`src/rtl/vga_timing_gen.sv`:
```
// vga_timing_gen: parametrised video timing generator with a pixel-rate
// prescaler, free-running x/y counters and a delay line on sync/active that
// aligns them with a downstream frame-buffer read pipeline.
// Optional build macro VGA_TEST_PATTERN_EN adds an eight-bar colour test
// pattern output, aligned with the delayed active flag.
module vga_timing_gen #(
  parameter int CW         = 11,
  parameter int H_ACTIVE   = 640,
  parameter int H_FP       = 16,
  parameter int H_SYNC     = 96,
  parameter int H_BP       = 48,
  parameter int V_ACTIVE   = 480,
  parameter int V_FP       = 10,
  parameter int V_SYNC     = 2,
  parameter int V_BP       = 33,
  parameter bit H_POL      = 1'b0,
  parameter bit V_POL      = 1'b0,
  parameter int CLK_DIV    = 2,
  parameter int PIPE_DELAY = 2
) (
  input  logic          clock,
  input  logic          reset,
  input  logic          enable,
  output logic          pixel_tick,
  output logic [CW-1:0] pixel_x,
  output logic [CW-1:0] pixel_y,
  output logic          h_sync,
  output logic          v_sync,
  output logic          active,
  output logic          line_start,
  output logic          frame_start
`ifdef VGA_TEST_PATTERN_EN
  ,
  output logic [11:0]   pattern_rgb
`endif
);

  localparam int H_TOTAL = H_ACTIVE + H_FP + H_SYNC + H_BP;
  localparam int V_TOTAL = V_ACTIVE + V_FP + V_SYNC + V_BP;
  localparam int DW      = (CLK_DIV > 1) ? $clog2(CLK_DIV) : 1;

  localparam logic [DW-1:0] DIV_LAST = DW'(CLK_DIV - 1);
  localparam logic [CW-1:0] X_LAST   = CW'(H_TOTAL - 1);
  localparam logic [CW-1:0] Y_LAST   = CW'(V_TOTAL - 1);

  // One extra bit so sync end points equal to 2^CW do not wrap to zero.
  localparam logic [CW:0] H_ACT    = (CW+1)'(H_ACTIVE);
  localparam logic [CW:0] HS_START = (CW+1)'(H_ACTIVE + H_FP);
  localparam logic [CW:0] HS_END   = (CW+1)'(H_ACTIVE + H_FP + H_SYNC);
  localparam logic [CW:0] V_ACT    = (CW+1)'(V_ACTIVE);
  localparam logic [CW:0] VS_START = (CW+1)'(V_ACTIVE + V_FP);
  localparam logic [CW:0] VS_END   = (CW+1)'(V_ACTIVE + V_FP + V_SYNC);

  if (H_TOTAL > (1 << CW)) begin : g_chk_h
    $error("vga_timing_gen: H_TOTAL does not fit in CW bits");
  end
  if (V_TOTAL > (1 << CW)) begin : g_chk_v
    $error("vga_timing_gen: V_TOTAL does not fit in CW bits");
  end
  if (CLK_DIV < 1) begin : g_chk_div
    $error("vga_timing_gen: CLK_DIV must be at least 1");
  end
  if (PIPE_DELAY > 15 || PIPE_DELAY < 0) begin : g_chk_pipe
    $error("vga_timing_gen: PIPE_DELAY must be in 0..15");
  end

  logic [DW-1:0]       div_q, div_d;
  logic [CW-1:0]       x_q, x_d, y_q, y_d;
  logic                ls_q, ls_d, fs_q, fs_d;
  logic                tick;
  logic                hs_raw, vs_raw, act_raw;
  logic [PIPE_DELAY:0] hs_q, hs_d, vs_q, vs_d, act_q, act_d;

  // Pixel tick fires on the prescaler's last count; reset and enable gate it.
  always_comb begin
    tick  = enable && !reset && (div_q == DIV_LAST);
    div_d = div_q;
    if (enable) begin
      div_d = (div_q == DIV_LAST) ? '0 : div_q + DW'(1);
    end
  end

  // Raster counters; line/frame strobes are registered so they line up with x=0.
  always_comb begin
    x_d  = x_q;
    y_d  = y_q;
    ls_d = 1'b0;
    fs_d = 1'b0;
    if (tick) begin
      if (x_q == X_LAST) begin
        x_d  = '0;
        ls_d = 1'b1;
        if (y_q == Y_LAST) begin
          y_d  = '0;
          fs_d = 1'b1;
        end else begin
          y_d = y_q + CW'(1);
        end
      end else begin
        x_d = x_q + CW'(1);
      end
    end
  end

  // Decode the current position and shift it down the delay line on each tick.
  always_comb begin
    hs_raw  = ({1'b0, x_q} >= HS_START) && ({1'b0, x_q} < HS_END);
    vs_raw  = ({1'b0, y_q} >= VS_START) && ({1'b0, y_q} < VS_END);
    act_raw = ({1'b0, x_q} < H_ACT) && ({1'b0, y_q} < V_ACT);
    hs_d    = hs_q;
    vs_d    = vs_q;
    act_d   = act_q;
    if (tick) begin
      hs_d[0]  = hs_raw;
      vs_d[0]  = vs_raw;
      act_d[0] = act_raw;
      for (int i = 1; i <= PIPE_DELAY; i++) begin
        hs_d[i]  = hs_q[i-1];
        vs_d[i]  = vs_q[i-1];
        act_d[i] = act_q[i-1];
      end
    end
  end

  // State registers; stage value 0 means "not in sync / not active" (idle).
  always_ff @(posedge clock) begin
    if (reset) begin
      div_q <= '0;
      x_q   <= '0;
      y_q   <= '0;
      ls_q  <= 1'b0;
      fs_q  <= 1'b0;
      hs_q  <= '0;
      vs_q  <= '0;
      act_q <= '0;
    end else begin
      div_q <= div_d;
      x_q   <= x_d;
      y_q   <= y_d;
      ls_q  <= ls_d;
      fs_q  <= fs_d;
      hs_q  <= hs_d;
      vs_q  <= vs_d;
      act_q <= act_d;
    end
  end

  assign pixel_tick  = tick;
  assign pixel_x     = x_q;
  assign pixel_y     = y_q;
  assign line_start  = ls_q && enable;
  assign frame_start = fs_q && enable;
  assign h_sync      = ~(hs_q[PIPE_DELAY] ^ H_POL);
  assign v_sync      = ~(vs_q[PIPE_DELAY] ^ V_POL);
  assign active      = act_q[PIPE_DELAY];

`ifdef VGA_TEST_PATTERN_EN
  localparam int BAR_W = H_ACTIVE / 8;

  logic [CW-1:0]             bar_idx;
  logic [2:0]                bar_raw;
  logic [PIPE_DELAY:0][2:0]  bar_q, bar_d;

  // Bar index travels with the active flag so colour and active stay aligned.
  always_comb begin
    bar_idx = x_q / CW'(BAR_W);
    bar_raw = (bar_idx > CW'(7)) ? 3'd7 : bar_idx[2:0];
    bar_d   = bar_q;
    if (tick) begin
      bar_d[0] = bar_raw;
      for (int i = 1; i <= PIPE_DELAY; i++) begin
        bar_d[i] = bar_q[i-1];
      end
    end
  end

  // Bar index delay registers.
  always_ff @(posedge clock) begin
    if (reset) begin
      bar_q <= '0;
    end else begin
      bar_q <= bar_d;
    end
  end

  // Colour lookup: white, yellow, cyan, green, magenta, red, blue, black.
  always_comb begin
    pattern_rgb = 12'h000;
    if (act_q[PIPE_DELAY]) begin
      case (bar_q[PIPE_DELAY])
        3'd0:    pattern_rgb = 12'hFFF;
        3'd1:    pattern_rgb = 12'hFF0;
        3'd2:    pattern_rgb = 12'h0FF;
        3'd3:    pattern_rgb = 12'h0F0;
        3'd4:    pattern_rgb = 12'hF0F;
        3'd5:    pattern_rgb = 12'hF00;
        3'd6:    pattern_rgb = 12'h00F;
        default: pattern_rgb = 12'h000;
      endcase
    end
  end
`endif

endmodule

```
`config.mk`:
```
export PLATFORM = sky130hd
export DESIGN_NAME = vga_timing_gen
export DESIGN_NICKNAME = d
export VERILOG_FILES = /design/src/rtl/vga_timing_gen.sv
export SDC_FILE = /design/constraint.sdc
export NUM_CORES = 1
export LEC_CHECK = 0
export CAP_MARGIN = 20
export CORE_ASPECT_RATIO = 1.1
export CORE_MARGIN = 3
export CORE_UTILIZATION = 35
export CTS_CLUSTER_SIZE = 28
export DETAILED_ROUTE_END_ITERATION = 7
export GPL_ROUTABILITY_DRIVEN = 0
export PLACE_DENSITY = 0.71
export SYNTH_ARGS = -nofsm -noshare
export SYNTH_HDL_FRONTEND = slang
export SYNTH_SLANG_ARGS = --single-unit
```
`constraint.sdc`:
```
create_clock -name clock -period 2.1 [get_ports clock]
set_input_delay 0.525 -clock clock [delete_from_list [all_inputs] [get_ports clock]]
set_output_delay 0.525 -clock clock [all_outputs]
set_load 0.02 [all_outputs]
```
==> metrics.md, run 1 <==
| Metric | Value |
|---|---|
| Fmax | approximately 480 MHz |
| Max_cap viols | 0 |
| Final hold vios | 0 |
| Non-filler cells, final | slightly below 300 |
| TritonCTS buffer count | 5 |
| Sequential share of power | 0.539 |
| Nets | 247 |
| Input/output buffers | 30 |
| Die span in y | ~76 um |
| Drt initial violations | 46 |
| Pleak | 0.800 nW |
| Combinational fraction of design power | 0.052 |
| Ys Warns | 0 |
| Tmin final | ~2.1 ns |
| Die Wd | 69.6 um |
| Crit path max fanout | 8 |
| Required time worst endpoint | approximately 2.3 ns |
| Most common cell after layout, fill and taps aside | dfxtp_1 |
| CTS Buffer Depth | 2 |
| Cell count after placement | 283 |
| Worst relative slew slack | 0.728 |
| Max IR drop VDD | around 0.33 mV |
| Pre-CTS WS | -0.519 ns |
| Crit Path Category | reg2reg |
| Synth area leader | dfxtp_1 |
| Clock Pin Slew Worst Setup and Hold Paths | approximately 0.070 ns |
| Slack of the critical path | roughly 0.025 ns |
| DR vias | 1,487 |
| Layout cells sized above 1 | 0.217 |
| Top_reg_cell synth | dfxtp_1 |
| Diodes inserted | 0 |
| Crit end category | flip-flop |
| Flops & latches, synth | 34 |
| Cell variety after synth | 40 |
| DR WL/cell | 12.8 um |
| Int Pwr | approximately 940 uW |
| Initial antenna violation count | 0 |
| Unrepaired setup endpoints after global routing | yes |
| Status | finished, final reports clean |
| Depth of the CTS H-tree | 2 |
| Starting Density | 0.379 |
| Final setup vio count | 0 |
| TritonRoute pass-1 iters | 4 |
| Number of global-route vias before repair | approximately 1.3k |
| Grt ovf | 0 |
| Layout area overhead | 42.7% |
| GRT Total Usage | 0.140 |
| CTS Hold Buffers Added | 0 |
| Clock share of power | 0.410 |
| CTS tree | done |
| Critical Path Source Type | flip-flop |
| Clk sinks | 34 |
| Post-route ant nets | 0 |
| Clk_skew | around 0.0056 ns |
| Hold Slack | 0.442 ns |
| Finished layout cell area | between 2000 and 2500 um2 |
| First-pass GRT wire length | roughly 6000 um |
| Largest net degree at the start of global routing | 12 |
| # rows | 24 |
| Psw | 266 uW |
| FF-to-FF setup slack | 0.03 ns |
| Worst-margin pin slew | between 0.4 and 0.5 ns |
| Syn nets | between 150 and 200 |
| Arr. time, crit path | about 2.3 ns |
| Syn Area/Cell | roughly 8.6 um2 |
| Worst-Skew Late Latency | 0.29 ns |
| Core area | approximately 4100 um2 |
| Yosys top cell area share | 0.437 |
| EDFF count, synth | 0 |
| Largest cells by area after synthesis | dfxtp_1, nand2_1, a21oi_1, ha_1, a22o_1 |
| Worst hold path type | reg2reg |
| Post-Syn Instances | around 180 |
| Final Max Tran Viols | 0 |
| Drt total wl | about 3700 um |
| Die area | 5290 um2 |
| Post-Syn Area | 1560 um2 |
| Async S/R FF share, synth | 0 |
| Vias per cell | just over 5 |
| # fillers | about 370 |
| Final HPWL DP | 2750 um |
| Switching portion of total power | 0.220 |
| Final worst path period share | 0.988 |
| IO Count | 31 |
| DR DRC count | 0 |
| Placed cell area | around 2100 um2 |
| Sequential area share after synthesis | 0.437 |
| Commonest non-fill, non-tap cells in the layout | dfxtp_1, buf_4, clkdlybuf4s50_1 |
| Cell Pwr Density | approximately 540 nW/um2 |
| Root buf cell | clkbuf_8 |
## timing repair
action,CTS,global route
endpoints found under the hold margin,0,0
setup endpoints to repair,22,7
gates resized for setup,10,1
pin swaps,4,0
buffers inserted,0,2
gates cloned,0,0
## power groups by stage
stage,logic [mW],clock network (mW),registers (mW)
global route,0.0672,0.536,0.651
floorplan,0.0277,0,0.669
detailed placement,0.0627,0,0.666
CTS,0.0612,0.516,0.651
finish,0.0626,0.495,0.651
global placement,0.0623,0,0.666
## per-layer routing
metal | track usage | share of wire | vias up
li1 | - | - | 764
met3 | 0.0396 | 0.035 | 6
met1 | 0.185 | 0.50 | 687
met2 | 0.211 | 0.45 | 30
met4 | 0.0632 | 0.013 | 0
met5 | 0 | 0 | -
## through the flow
stage,total power [mW],util,setup TNS [ns]
after CTS,1.23,0.536,0
after global routing,1.25,0.540,-0.212
after detailed placement,0.728,0.513,-9.01
final,1.21,0.540,0
after floorplan,0.696,-,-0.287
after global placement,0.728,0.513,-8.87
## critical path: stages (launching register included)
cell     delay [ns]
dfxtp_2        0.32
or4b_4         0.54
or4_4          0.48
buf_6          0.16
or4_1          0.39
a21oi_1        0.12
## cell type report
cell class                 count  area (um2)  share of cell area
clock buffer                   7        86.3              0.0389
clock inverter                 1        5.00             0.00225
inverter                      12        48.8              0.0220
multi-input combinational    128         803               0.361
sequential                    34         691               0.311
tap                           52        65.1              0.0293
timing repair buffer          58         523               0.235
## path summary, 6_finish.rpt
check	startpoint	to	cells after the start
max	pixel_x[7]$_SDFFE_PP0N_	pixel_y[4]$_SDFFE_PP0P_	5
min	act_q[0]$_SDFFE_PP0N_	act_q[0]$_SDFFE_PP0N_	2
max reg2reg	pixel_x[7]$_SDFFE_PP0N_	pixel_y[4]$_SDFFE_PP0P_	5
min reg2reg	act_q[0]$_SDFFE_PP0N_	act_q[0]$_SDFFE_PP0N_	2
## kinds of logic (layout without fill, tap and decap cells)
group	after synthesis	in the layout	share of synthesized area
fa+ha+maj	5	5	0.0402
buf+inv	19	78	0.0522
flops	34	34	0.437
xor+xnor	8	8	0.0450
simple gates	76	76	0.267
compound gates	39	39	0.159
## sequential cells by signal (all words and copies together), names as in the netlist
signal	count
vs_q	3
fs_q	1
act_q	3
div_q	1
hs_q	3
pixel_x	11
ls_q	1
pixel_y	11
## synth_stat cells (3+ instances only)
master,count
inv_1,11
a21oi_1,14
nand2_1,19
nor2_1,11
ha_1,5
nand3_1,5
or3_1,6
dfxtp_1,34
nor4_1,4
or4_1,3
a22o_1,6
clkbuf_1,4
nor3_1,6
xnor2_1,6
or3_2,3
o21ai_0,9
nand4_1,6
(Power assumes the default switching activity.)
==> inputs of run 2 (changes only) <==
--- a/config.mk
+++ b/config.mk
@@ -5,11 +5,12 @@
 export SDC_FILE = /design/constraint.sdc
 export NUM_CORES = 1
 export LEC_CHECK = 0
+export ABC_CLOCK_PERIOD_IN_PS = 2100
 export CAP_MARGIN = 20
 export CORE_ASPECT_RATIO = 1.1
 export CORE_MARGIN = 3
 export CORE_UTILIZATION = 35
-export CTS_CLUSTER_SIZE = 28
+export CTS_CLUSTER_SIZE = 30
 export DETAILED_ROUTE_END_ITERATION = 7
 export GPL_ROUTABILITY_DRIVEN = 0
 export PLACE_DENSITY = 0.71
==> results of run 2 <==
The final DEF is identical to that of run 1; final timing and power are the same.
